[config.mk]
export PLATFORM = sky130hd
export DESIGN_NAME = chu_vga_fade_core
export DESIGN_NICKNAME = d
export VERILOG_FILES = /design/src/rtl/chu_vga_fade_core.sv
export SDC_FILE = /design/constraint.sdc
export NUM_CORES = 1
export LEC_CHECK = 0
export ABC_AREA = 1
export BUFFER_PORTS_ARGS = -buffer_cell sky130_fd_sc_hd__buf_2
export CELL_PAD_IN_SITES_DETAIL_PLACEMENT = 1
export CELL_PAD_IN_SITES_GLOBAL_PLACEMENT = 1
export CORE_ASPECT_RATIO = 0.9
export CORE_MARGIN = 4
export CORE_UTILIZATION = 42
export CTS_CLUSTER_SIZE = 14
export DETAILED_ROUTE_END_ITERATION = 8
export PLACE_DENSITY = 0.92
export SLEW_MARGIN = 25
export SYNTH_ARGS = -nofsm -noshare
export SYNTH_HDL_FRONTEND = slang
export SYNTH_SLANG_ARGS = --single-unit
[constraint.sdc]
create_clock -name clk -period 5.65 [get_ports clk]
set_input_delay 0 -clock clk [delete_from_list [all_inputs] [get_ports clk]]
set_output_delay 0 -clock clk [all_outputs]
set_load 0.01 [all_outputs]
[src/rtl/chu_vga_fade_core.sv]
// Frame-synchronous fade-to-colour stage: blends the pixel stream with a programmable colour.
// Optional build macro FADE_ROUND_EN selects round-to-nearest blending instead of truncation.
module chu_vga_fade_core #(
    parameter int CD = 12
) (
    input  logic          clk,
    input  logic          reset_n,
    input  logic [10:0]   x,
    input  logic [10:0]   y,
    input  logic          cs,
    input  logic          write,
    input  logic [13:0]   addr,
    input  logic [31:0]   wr_data,
    input  logic [CD-1:0] si_rgb,
    output logic [CD-1:0] so_rgb
);

    localparam int CW = CD / 3;
    localparam int IW = CW + 5;

    typedef enum logic [1:0] {
        IDLE,
        RUN,
        HOLD
    } state_t;

    state_t        state_q, state_d;
    logic          en_q, en_d;
    logic          dir_q, dir_d;
    logic [CD-1:0] color_q, color_d;
    logic [7:0]    period_q, period_d;
    logic [4:0]    alpha_q, alpha_d;
    logic [7:0]    frame_cnt_q, frame_cnt_d;
    logic [10:0]   y_prev_q, y_prev_d;

    logic       wr_en;
    logic       ctrl_wr;
    logic       start_wr;
    logic       stop_wr;
    logic       fb;
    logic [7:0] step_at;
    logic [4:0] alpha_step;

    // Column position and upper address/data bits carry no meaning for this slot.
    logic unused_ok;
    assign unused_ok = &{1'b0, x, addr[13:2], wr_data[31:CD]};

    assign wr_en    = cs && write;
    assign ctrl_wr  = wr_en && (addr[1:0] == 2'd0);
    assign start_wr = ctrl_wr && wr_data[0] && wr_data[2];
    assign stop_wr  = ctrl_wr && !wr_data[0];
    assign fb       = (y == 11'd0) && (y_prev_q != 11'd0);
    assign step_at  = (period_q == 8'd0) ? 8'd0 : period_q - 8'd1;

    // NOTE: every output of this block is assigned a default first so no latch is inferred.
    always_comb begin
        state_d     = state_q;
        en_d        = en_q;
        dir_d       = dir_q;
        color_d     = color_q;
        period_d    = period_q;
        alpha_d     = alpha_q;
        frame_cnt_d = frame_cnt_q;
        y_prev_d    = y;
        alpha_step  = dir_q ? alpha_q - 5'd1 : alpha_q + 5'd1;

        if (ctrl_wr) en_d = wr_data[0];
        if (wr_en && addr[1:0] == 2'd1) color_d = wr_data[CD-1:0];
        if (wr_en && addr[1:0] == 2'd2) period_d = wr_data[7:0];

        if (stop_wr) begin
            state_d     = IDLE;
            alpha_d     = 5'd0;
            frame_cnt_d = 8'd0;
        end else if (start_wr) begin
            // Direction is captured only here; later dir writes leave the fade alone.
            state_d     = RUN;
            dir_d       = wr_data[1];
            alpha_d     = wr_data[1] ? 5'd16 : 5'd0;
            frame_cnt_d = 8'd0;
        end else begin
            unique case (state_q)
                IDLE: begin
                    alpha_d     = 5'd0;
                    frame_cnt_d = 8'd0;
                end
                RUN: begin
                    if (fb) begin
                        if (frame_cnt_q >= step_at) begin
                            frame_cnt_d = 8'd0;
                            alpha_d     = alpha_step;
                            if (alpha_step == (dir_q ? 5'd0 : 5'd16)) state_d = HOLD;
                        end else begin
                            frame_cnt_d = frame_cnt_q + 8'd1;
                        end
                    end
                end
                HOLD: ;
                default: state_d = IDLE;
            endcase
        end
    end

    // NOTE: sequential state uses non-blocking assignments so all flops update together.
    always_ff @(posedge clk or negedge reset_n) begin
        if (!reset_n) begin
            state_q     <= IDLE;
            en_q        <= 1'b0;
            dir_q       <= 1'b0;
            color_q     <= '0;
            period_q    <= 8'd0;
            alpha_q     <= 5'd0;
            frame_cnt_q <= 8'd0;
            y_prev_q    <= 11'd0;
        end else begin
            state_q     <= state_d;
            en_q        <= en_d;
            dir_q       <= dir_d;
            color_q     <= color_d;
            period_q    <= period_d;
            alpha_q     <= alpha_d;
            frame_cnt_q <= frame_cnt_d;
            y_prev_q    <= y_prev_d;
        end
    end

    // Zero-latency blend keeps this stage aligned with the delayed frame_start of the chain.
    always_comb begin
        logic [IW-1:0] acc;
        logic [4:0]    inv;
        so_rgb = si_rgb;
        inv    = 5'd16 - alpha_q;
        acc    = '0;
        if (en_q && state_q != IDLE) begin
            for (int c = 0; c < 3; c++) begin
                acc = {5'd0, si_rgb[c*CW +: CW]} * {{CW{1'b0}}, inv}
                    + {5'd0, color_q[c*CW +: CW]} * {{CW{1'b0}}, alpha_q};
`ifdef FADE_ROUND_EN
                acc = acc + IW'(8);
`endif
                so_rgb[c*CW +: CW] = CW'(acc >> 4);
            end
        end
    end

endmodule

==> results of run 1 <==
## registers in the layout, summed over array words and instances (netlist names)
signal / cells
en_q: 1
frame_cnt_q: 8
dir_q: 1
alpha_q: 5
color_q: 12
state_q: 2
period_q: 8
y_prev_q: 11
## kinds of logic after synthesis
family,after synthesis,share of synthesized area [%]
AND/OR/NAND/NOR,423,26.9
buffers and inverters,279,16.3
flip-flops,48,18.5
XOR/XNOR,9,1.21
adder cells (fa/ha/maj),124,31.3
multiplexers,4,0.693
AO/OA/AOI/OAI,58,5.22
## cell usage after synthesis (all sizes together) (2+ instances only)
cell type    n
nand2      264
inv        262
nor2        79
fa          64
ha          60
nand3       49
dfrtp       48
o21ai       33
nand4       17
a21oi       15
clkbuf      15
nor3         9
xor2         8
o22ai        5
mux2         4
o21a         4
buf          2
nand3b       2
or2          2
## metrics by stage
stage / util, % / instance area (um^2) / std cells / total power [mW]
finish: 49.0 / 7310 / 1210 / 3.13
global route: 49.0 / 7310 / 1210 / 3.52
CTS: 49.0 / 7310 / 1210 / 3.16
detailed placement: 46.8 / 6990 / 1185 / 2.81
global placement: 46.8 / 6990 / 1185 / 2.60
floorplan: - / 6500 / 945 / 2.17
## final timing paths
kind                                         start                      end  slack, ps  cells after the start
setup / recovery            alpha_q[4]$_DFFE_PN0P_                so_rgb[3]        390                     17
hold / removal                          wr_data[6]  period_q[6]$_DFFE_PN0P_          8                      3
setup reg to reg           period_q[0]$_DFFE_PN0P_   alpha_q[4]$_DFFE_PN0P_       2370                     18
hold reg to reg             state_q[0]$_DFFE_PN0P_   state_q[0]$_DFFE_PN0P_        470                      2
max in group asynchronous                  reset_n   alpha_q[1]$_DFFE_PN0P_       4960                      2
min in group asynchronous                  reset_n  period_q[6]$_DFFE_PN0P_        270                      2
## critical path, delay by kind of cell, from the launching register on
kind                     cells  cell delay [ps]
adder cells (fa/ha/maj)      5             2180
buffers and inverters        3              240
AO/OA/AOI/OAI                1              190
flip-flops                   1              800
AND/OR/NAND/NOR              8             1520
## layer usage
layer	global-route usage, %	routed length, um	up-vias
li1	-	-	2928
met1	26.7	7940	3035
met4	5.41	376	0
met2	40.4	9470	106
met3	2.24	486	31
met5	0	0	-
## power by group through the flow
stage	combinational, mW	clock [mW]	sequential, mW
final	2.34	0.313	0.480
after global routing	2.71	0.330	0.487
after CTS	2.36	0.319	0.478
after detailed placement	2.33	0	0.483
after global placement	2.13	0	0.478
after floorplan	1.73	0	0.442
## area by class of cell
type                       count  area (um^2)
sequential                    48         1200
clock buffer                   5          125
tap                          198          248
fill                        2005         7610
timing repair buffer          76          485
clock inverter                 3         22.5
inverter                     262          986
multi-input combinational    618         4240
==> impl_results.md, run 1 <==
* DRT Pass-1 Iters at 4
* Setup ws final at 394 ps
* Most frequent cells in the layout: inv_1, nand2_1, nor2_1
* Sw Pwr at 1.71 mW
* Max incr delay on CP at 800 ps
* WL final at 18.3 mm
* Arrival time worst endpoint at 5260 ps
* Part of the cycle the worst path needs at 93.0%
* Clock buffer depth at 2
* Skew-Pair Late Insertion Delay at 300 ps
* DIE WIDTH at 139 um
* Crit end category: primary output
* WL/cell at 15.1 um
* Cell taking the most area after synthesis: fa_1
* Synth Net Count at 1153
* Crit Path Category: register to primary output
* Hold slack at 7.57 ps
* Port Buffers at 52
* Status: complete, no violations
* Max Transition Viols Final at 0
* Worst hold path type: primary input to register
* Post-route clock skew at 8.66 ps
* Final setup fails at 0
* Max_cap viols at 0
* Number of synthesized flops with an enable pin at 0
* Antenna cells at 0
* GRT Overall Usage at 21.6%
* RSZ-0062 raised after global routing: no
* Critical Path RT at 5650 ps
* Mean Syn Cell Area at 6.88 um^2
* CP max stage cell: dfrtp_1
* Starting Density at 43.6%
* Worst vdd ir at 0.000196 V
* Synth cell types at 31
* Cts bufs inserted at 5
* Post-synth ARST share at 100%
* Sequential area share after synthesis at 18.5%
* DP Worst Slack at 769 ps
* Antenna Nets Post-Route at 0
* H-tree depth at 2
* Post CTS Setup Buffer Count at 0
* Die ar. at 17500 um^2
* Worst Setup Start Kind: register
* Largest net degree at the start of global routing at 49
* Final GP Congestion at 0.828
* Leak Pwr at 4.44 nW
* Worst path cell trace: nand3_1, nand2_1, nor2_1, ha_1, inv_1, fa_1, fa_1, fa_1, inv_1, ha_1, nand2_1, o21a_1, nand2_1, nand3_1, nand3_1, nand2_1, buf_2
* Final hold viol count at 0
* HPWL after detailed placement at 14.8 mm
* Final #Nets at 1219
* Crit path max fanout at 17
* Final TNS setup at 0 ps
* Root Driver: clkbuf_16
* Num ports at 96
* Ys flop type: dfrtp_1
* Grt ovf at 0
* Largest cells by area after synthesis: fa_1, dfrtp_1, inv_1
* First-pass GRT wire length at 31.7 mm
* Vias per Instance at 5.04
* Slew HR at 52.9%
* Logic pwr share at 74.7%
* Number of synthesized register bits at 48
* CTS tree: yes
* Die height at 126 um
* Post-CTS Resized at 0
* Syn. warnings at 0
* Core area at 14900 um^2
* PwrDens at 428 nW/um^2
* Yosys top cell area share at 19.7%
* Vias post-DR at 6100
* Minimum clock period at 5260 ps
* DRC viols at 0
* DR iter-0 viols at 265
* Sequential share of power at 15.3%
* Number of global-route vias before repair at 6774
* Row Count at 42
* Share of post-route cells with drive strength above 1 at 8.70%
* Clock power frac at 10.0%
* Initial antenna violation count at 0
* Syn Inst Count at 945
* Mapped Area at 6500 um^2
* Internal power at 1.42 mW
* Layout area overhead at 12.4%
* CTS clk-pin slew, worst paths at 70 ps
* Sw Share at 54.7%
* Cts hold-fix bufs at 17
* Clock Sinks at 48
* Maximum clock frequency at 190 MHz
* Worst-Margin Slew at 707 ps
* Crit path top cell by count: nand2_1
Power figures use the tool's default switching activity.
==> run 2, diff against run 1 <==
--- a/config.mk
+++ b/config.mk
@@ -6,7 +6,7 @@
 export NUM_CORES = 1
 export LEC_CHECK = 0
 export ABC_AREA = 1
-export BUFFER_PORTS_ARGS = -buffer_cell sky130_fd_sc_hd__buf_2
+export BUFFER_PORTS_ARGS = -buffer_cell sky130_fd_sc_hd__buf_4
 export CELL_PAD_IN_SITES_DETAIL_PLACEMENT = 1
 export CELL_PAD_IN_SITES_GLOBAL_PLACEMENT = 1
 export CORE_ASPECT_RATIO = 0.9
==> run 2 against run 1 <==
Compared with the run above:
- sequential power is essentially flat
- combinational power is essentially flat
- register-to-register slack gained 180 ps
- global-route usage shrank 0.43 points
- die area is the same
- design area grew 1.6%
- flip-flop and latch count is the same
- worst setup slack gained 110 ps
- cell count is essentially flat
- routed wire length shrank 1.5%
- critical path type unchanged
- largest power group unchanged
==> impl_results.md, run 2 (synthesis results as in run 1) <==
* Antenna Nets Post-Route at 0 (unchanged)
* Post-route clock skew at 5.88 ps (-2.78 ps)
* Layout area overhead at 14.2%
* Port Buffers at 52 (unchanged)
* Slew HR at 55.8% (+2.9 points)
* Crit end category: primary output
* Starting Density at 43.6% (unchanged)
* Largest Register: color_q
* Met2 wire length at 9.38 mm (-1.0%)
* Most frequent cells in the layout: inv_1, nand2_1, nor2_1
* Max incr delay on CP at 560 ps (-240 ps)
* Num ports at 96 (unchanged)
* DRT Pass-1 Iters at 4 (unchanged)
* Arrival time worst endpoint at 5150 ps (-110 ps)
* Clock Sinks at 48 (unchanged)
* Final-layout fill cell count at 1981 (-1.2%)
* Root Driver: clkbuf_16
* Vias post-DR at 6034 (-1.1%)
* Core area at 14900 um^2 (unchanged)
* Number of global-route vias before repair at 6672 (-1.5%)
* Die ar. at 17500 um^2 (unchanged)
* RSZ-0062 raised after global routing: no
* Largest net degree at the start of global routing at 49 (unchanged)
* Maximum clock frequency at 194 MHz (+2.0%)
* Max Transition Viols Final at 0 (unchanged)
* Final TNS setup at 0 ps (unchanged)
* CTS clk-pin slew, worst paths at 70 ps (about the same)
* Leak Pwr at 4.47 nW (+0.74%)
* Worst-Margin Slew at 662 ps (-45.1 ps)
* DIE WIDTH at 139 um (unchanged)
* Vias per Instance at 4.99 (-1.0%)
* R2R Path Start: period_q[0]$_DFFE_PN0P_
* Tot Pwr at 3.13 mW (about the same)
* PwrDens at 422 nW/um^2 (-1.5%)
* Final #Nets at 1218 (-0.082%)
* HP Start: wr_data[7]
* Crit path max fanout at 11 (-6)
* First-pass GRT wire length at 30.9 mm (-2.4%)
* WL final at 18.0 mm (-1.5%)
* Hold slack at 3.91 ps (-3.67 ps)
* Crit Path Category: register to primary output
* Critical Path RT at 5650 ps (about the same)
* CP max stage cell: dfrtp_1
* Skew-Pair Late Insertion Delay at 290 ps (about the same)
* Share of post-route cells with drive strength above 1 at 8.61% (-0.090 points)
* Worst Setup Start Kind: register
* WL/cell at 14.9 um (-1.4%)
* Post-CTS Resized at 0 (unchanged)
* DR iter-0 viols at 222 (-16%)
* Max FFs per register at 12 (unchanged)
* CTS tree: yes
* Status: complete, no violations
* Area after DPL at 7120 um^2 (+1.8%)
* Worst path cell trace: inv_1, ha_1, nand3_1, nand2_1, nor2_1, ha_1, inv_1, fa_1, fa_1, fa_1, inv_1, ha_1, nand2_1, o21a_1, nand2_1, nand3_1, nand3_1, nand2_1, buf_4
* Part of the cycle the worst path needs at 91.2% (-1.9 points)
* Routed length on met1 at 7.80 mm (-1.7%)
* GRT Overall Usage at 21.2% (-0.43 points)
* CP startpoint: alpha_q[0]$_DFFE_PN0P_
* Cts bufs inserted at 5 (unchanged)
* HPWL after detailed placement at 14.6 mm (-0.99%)
* Antenna cells at 0 (unchanged)
* Row Count at 42 (unchanged)
* Max_cap viols at 0 (unchanged)
* DR top layer: met4
* DRC viols at 0 (unchanged)
* Final GP Congestion at 0.805 (-2.7%)
* Top flop regs: color_q (12), y_prev_q (11)
* Clock buffer depth at 2 (unchanged)
* Initial antenna violation count at 0 (unchanged)
* H-tree depth at 2 (unchanged)
* Design Area, Final at 7420 um^2 (+1.6%)
* Die height at 126 um (unchanged)
* Minimum clock period at 5150 ps (-106 ps)
* Crit path top cell by count: nand2_1
* Final setup fails at 0 (unchanged)
* Worst vdd ir at 0.000189 V (-3.2%)
* Worst hold path type: primary input to register
* Final hold viol count at 0 (unchanged)
* Met3 WL at 580 um (+19%)
* Grt ovf at 0 (unchanged)
[run 2: cell types whose count changed in the layout (fill, tap and decap cells not counted)]
cell	before	now
dlygate4sd3_1	17	16
inv_6	1	0
clkinvlp_4	0	1
clkbuf_1	0	1
buf_4	8	59
clkinv_2	1	0
buf_2	51	0
[run 2: worst max-delay path, delay by kind of cell, from the launching register on]
kind	cells	cell delay (ps)
buffers and inverters	4	370
AND/OR/NAND/NOR	8	1360
AO/OA/AOI/OAI	1	180
adder cells (fa/ha/maj)	6	2380
flip-flops	1	560
[run 2: final cells by class]
class,count,area [um^2],area share (%)
repair buffers,75,603,8.12
clock inverters,2,16.3,0.219
multi-input cells,618,4240,57.1
well taps,198,248,3.34
flip-flops and latches,48,1200,16.2
clock buffers,6,129,1.74
inverters,262,986,13.3
[run 2: power by group]
group          total, mW  internal, mW  leakage [nW]  switching [mW]
registers          0.483         0.392         0.609          0.0906
clock network      0.301         0.165        0.0671           0.136
logic               2.35         0.882          3.79            1.46
[run 2: final timing paths]
path / to / slack (ps) / cells after the start
setup / recovery: so_rgb[3] / 500 / 19
hold / removal: period_q[7]$_DFFE_PN0P_ / 4 / 3
setup reg to reg: frame_cnt_q[2]$_DFFE_PN0P_ / 2550 / 18
hold reg to reg: state_q[0]$_DFFE_PN0P_ / 520 / 2
max in group asynchronous: color_q[5]$_DFFE_PN0P_ / 4930 / 2
min in group asynchronous: frame_cnt_q[7]$_DFFE_PN0P_ / 260 / 2
[run 2: through the flow]
step / setup slack, ps / cells / util [%]
floorplan: 1110 / 945 / -
global placement: 985 / 1185 / 47.7
detailed placement: 831 / 1185 / 47.7
CTS: 510 / 1209 / 49.7
global route: 179 / 1209 / 49.7
finish: 500 / 1209 / 49.7
[run 2: timing repair]
action                                 in CTS  in global routing
endpoints found under the hold margin      63                  0
buffers inserted                            0                  0
hold buffers                               16                  0
[run 2: routing by layer]
layer / track usage (%) / vias to the layer above
met1: 25.6 / 2987
met5: 0 / -
li1: - / 2921
met2: 40.0 / 99
met4: 4.95 / 0
met3: 2.84 / 27
==> run 3, diff against run 2 <==
--- a/config.mk
+++ b/config.mk
@@ -15,7 +15,8 @@
 export CTS_CLUSTER_SIZE = 14
 export DETAILED_ROUTE_END_ITERATION = 8
 export PLACE_DENSITY = 0.92
-export SLEW_MARGIN = 25
+export SKIP_CTS_REPAIR_TIMING = 1
+export SLEW_MARGIN = 20
 export SYNTH_ARGS = -nofsm -noshare
 export SYNTH_HDL_FRONTEND = slang
 export SYNTH_SLANG_ARGS = --single-unit
==> constraint.sdc (replaced) <==
create_clock -name clk -period 5.65 [get_ports clk]
set_input_delay 0.2825 -clock clk [delete_from_list [all_inputs] [get_ports clk]]
set_output_delay 0.2825 -clock clk [all_outputs]
set_load 0.01 [all_outputs]
==> run 3 against run 2 <==
Compared with the run above:
- worst setup slack worse by 85 ps
- non-clock buffer count is 15 lower
- clock-buffer cell count stayed put
- largest power group unchanged
- critical path type unchanged
- flip-flop and latch count stayed put
- register-to-register slack worse by 110 ps
- critical path depth is 1 lower
- sequential power is 2% lower
- via count is 2.4% lower
- critical endpoint is now so_rgb[7]
- clock skew is 0.80 ps higher
==> impl_results.md, run 3 (synthesis results as in run 1) <==
* WL/cell at 14.7 um (-1.1%)
* Top flop regs: color_q (12), y_prev_q (11)
* CTS tree: yes
* Vias per Instance at 4.93 (-1.1%)
* Minimum clock period at 5230 ps (+84.8 ps)
* DIE WIDTH at 139 um (unchanged)
* Largest net degree at the start of global routing at 49 (unchanged)
* Skew-Pair Late Insertion Delay at 290 ps (about the same)
* Slew HR at 58.1% (+2.3 points)
* Share of post-route cells with drive strength above 1 at 8.94% (+0.33 points)
* Core area at 14900 um^2 (unchanged)
* Initial antenna violation count at 0 (unchanged)
* Final hold viol count at 0 (unchanged)
* Num ports at 96 (unchanged)
* Clock Sinks at 48 (unchanged)
* Crit end category: primary output
* Arrival time worst endpoint at 4950 ps (-200 ps)
* DRC viols at 0 (unchanged)
* Status: complete, no violations
* DP Worst Slack at 625 ps (-207 ps)
* Design Area, Final at 7270 um^2 (-2.0%)
* Die ar. at 17500 um^2 (unchanged)
* RSZ-0062 raised after global routing: no
* R2R setup slack at 2440 ps (-110 ps)
* Final TNS setup at 0 ps (unchanged)
* Final-layout fill cell count at 2017 (+1.8%)
* Worst Setup Start Kind: register
* Layout area overhead at 11.9%
* Worst hold path type: primary input to async pin
* Die height at 126 um (unchanged)
* Setup ws final at 415 ps (-84.8 ps)
* DRT Pass-1 Iters at 4 (unchanged)
* Starting Density at 43.6% (unchanged)
* Vias post-DR at 5891 (-2.4%)
* Post-route clock skew at 6.68 ps (+0.802 ps)
* Max_cap viols at 0 (unchanged)
* DR iter-0 viols at 281 (+27%)
* Antenna cells at 0 (unchanged)
* Row Count at 42 (unchanged)
* H-tree depth at 2 (unchanged)
* Reg2Reg Depth at 18 (unchanged)
* Clock buffer depth at 2 (unchanged)
* Largest Register: color_q
* Number of global-route vias before repair at 6500 (-2.6%)
* CTS clk-pin slew, worst paths at 70 ps (about the same)
* Worst-Margin Slew at 628 ps (-33.4 ps)
* Maximum clock frequency at 191 MHz (-1.6%)
* Final GP Congestion at 0.818 (+1.5%)
* Area after DPL at 7130 um^2 (+0.11%)
* Commonest non-fill, non-tap cell in the layout: inv_1
* Critical Path RT at 5370 ps (-280 ps)
* Final setup fails at 0 (unchanged)
* Antenna Nets Post-Route at 0 (unchanged)
* Most frequent cells in the layout: inv_1, nand2_1, nor2_1
* Crit Path Category: register to primary output
* Leak Pwr at 4.41 nW (-1.4%)
* Root Driver: clkbuf_16
* Worst vdd ir at 0.000157 V (-17%)
* R2R Path Start: period_q[0]$_DFFE_PN0P_
* First-pass GRT wire length at 30.7 mm (-0.91%)
* GRT Overall Usage at 20.9% (-0.32 points)
* Cts bufs inserted at 5 (unchanged)
* PwrDens at 428 nW/um^2 (+1.6%)
* RR Endpoint: alpha_q[4]$_DFFE_PN0P_
* Grt ovf at 0 (unchanged)
* Max FFs per register at 12 (unchanged)
* Part of the cycle the worst path needs at 92.7% (+1.5 points)
* HPWL after detailed placement at 14.4 mm (-1.4%)
* Final #Nets at 1203 (-1.2%)
* WL final at 17.6 mm (-2.3%)
* Max Transition Viols Final at 0 (unchanged)
* Crit path max fanout at 17 (+6)
* Port Buffers at 52 (unchanged)
[run 3: how the worst max path moves through the flow]
stage,from,endpoint,cells past startpoint
3_5_place_dp,alpha_q[4]$_DFFE_PN0P_,so_rgb[7],18
4_1_cts,alpha_q[4]$_DFFE_PN0P_,so_rgb[7],18
2_1_floorplan,alpha_q[1]$_DFFE_PN0P_,so_rgb[3],19
6_report,alpha_q[4]$_DFFE_PN0P_,so_rgb[7],18
3_3_place_gp,alpha_q[4]$_DFFE_PN0P_,so_rgb[3],17
5_1_grt,alpha_q[2]$_DFFE_PN0P_,so_rgb[7],19
[run 3: stage by stage]
stage                     utilization [%]  power, mW  instances  hold slack, ps
final                                48.7       3.12       1194            2.19
after global routing                 48.7       3.54       1194            58.8
after CTS                            48.7       3.15       1194            37.5
after detailed placement             47.8       2.82       1186             345
after global placement               47.8       2.63       1186             343
after floorplan                         -       2.17        945           -13.1
[run 3: area by class of cell]
| type | count | area (um^2) | share of cell area [%] |
|---|---|---|---|
| Multi-Input combinational cell | 618 | 4240 | 58.3 |
| Sequential cell | 48 | 1200 | 16.5 |
| Inverter | 262 | 986 | 13.6 |
| Clock inverter | 2 | 16.3 | 0.224 |
| Tap cell | 198 | 248 | 3.41 |
| Clock buffer | 6 | 129 | 1.77 |
| Timing Repair Buffer | 60 | 450 | 6.19 |
[run 3: per-layer routing]
layer	GRT usage, %	vias to the layer above	share of wire, %
met3	2.08	21	2.6
met5	0	-	0
met4	3.62	0	1.1
met1	26.0	2898	44
met2	39.6	81	52
li1	-	2891	-
[run 3: power breakdown]
group | switching [mW] | total [mW] | internal, mW
combinational | 1.47 | 2.34 | 0.873
clock | 0.134 | 0.300 | 0.165
sequential | 0.0825 | 0.475 | 0.392
total | 1.69 | 3.12 | 1.43
[run 3: critical path, stage by stage (launching register included)]
cell     delay, ps
dfrtp_1        730
nand3_1        500
nand2_2        400
nor2_1          80
ha_1           280
inv_1           50
fa_1           570
fa_1           440
fa_1           490
inv_1           50
ha_1           330
nand2_1         90
nor2_1         100
nand3_1        100
nand2_1        120
nand3_1         80
nand3_1         80
nand2_1         50
buf_4          130
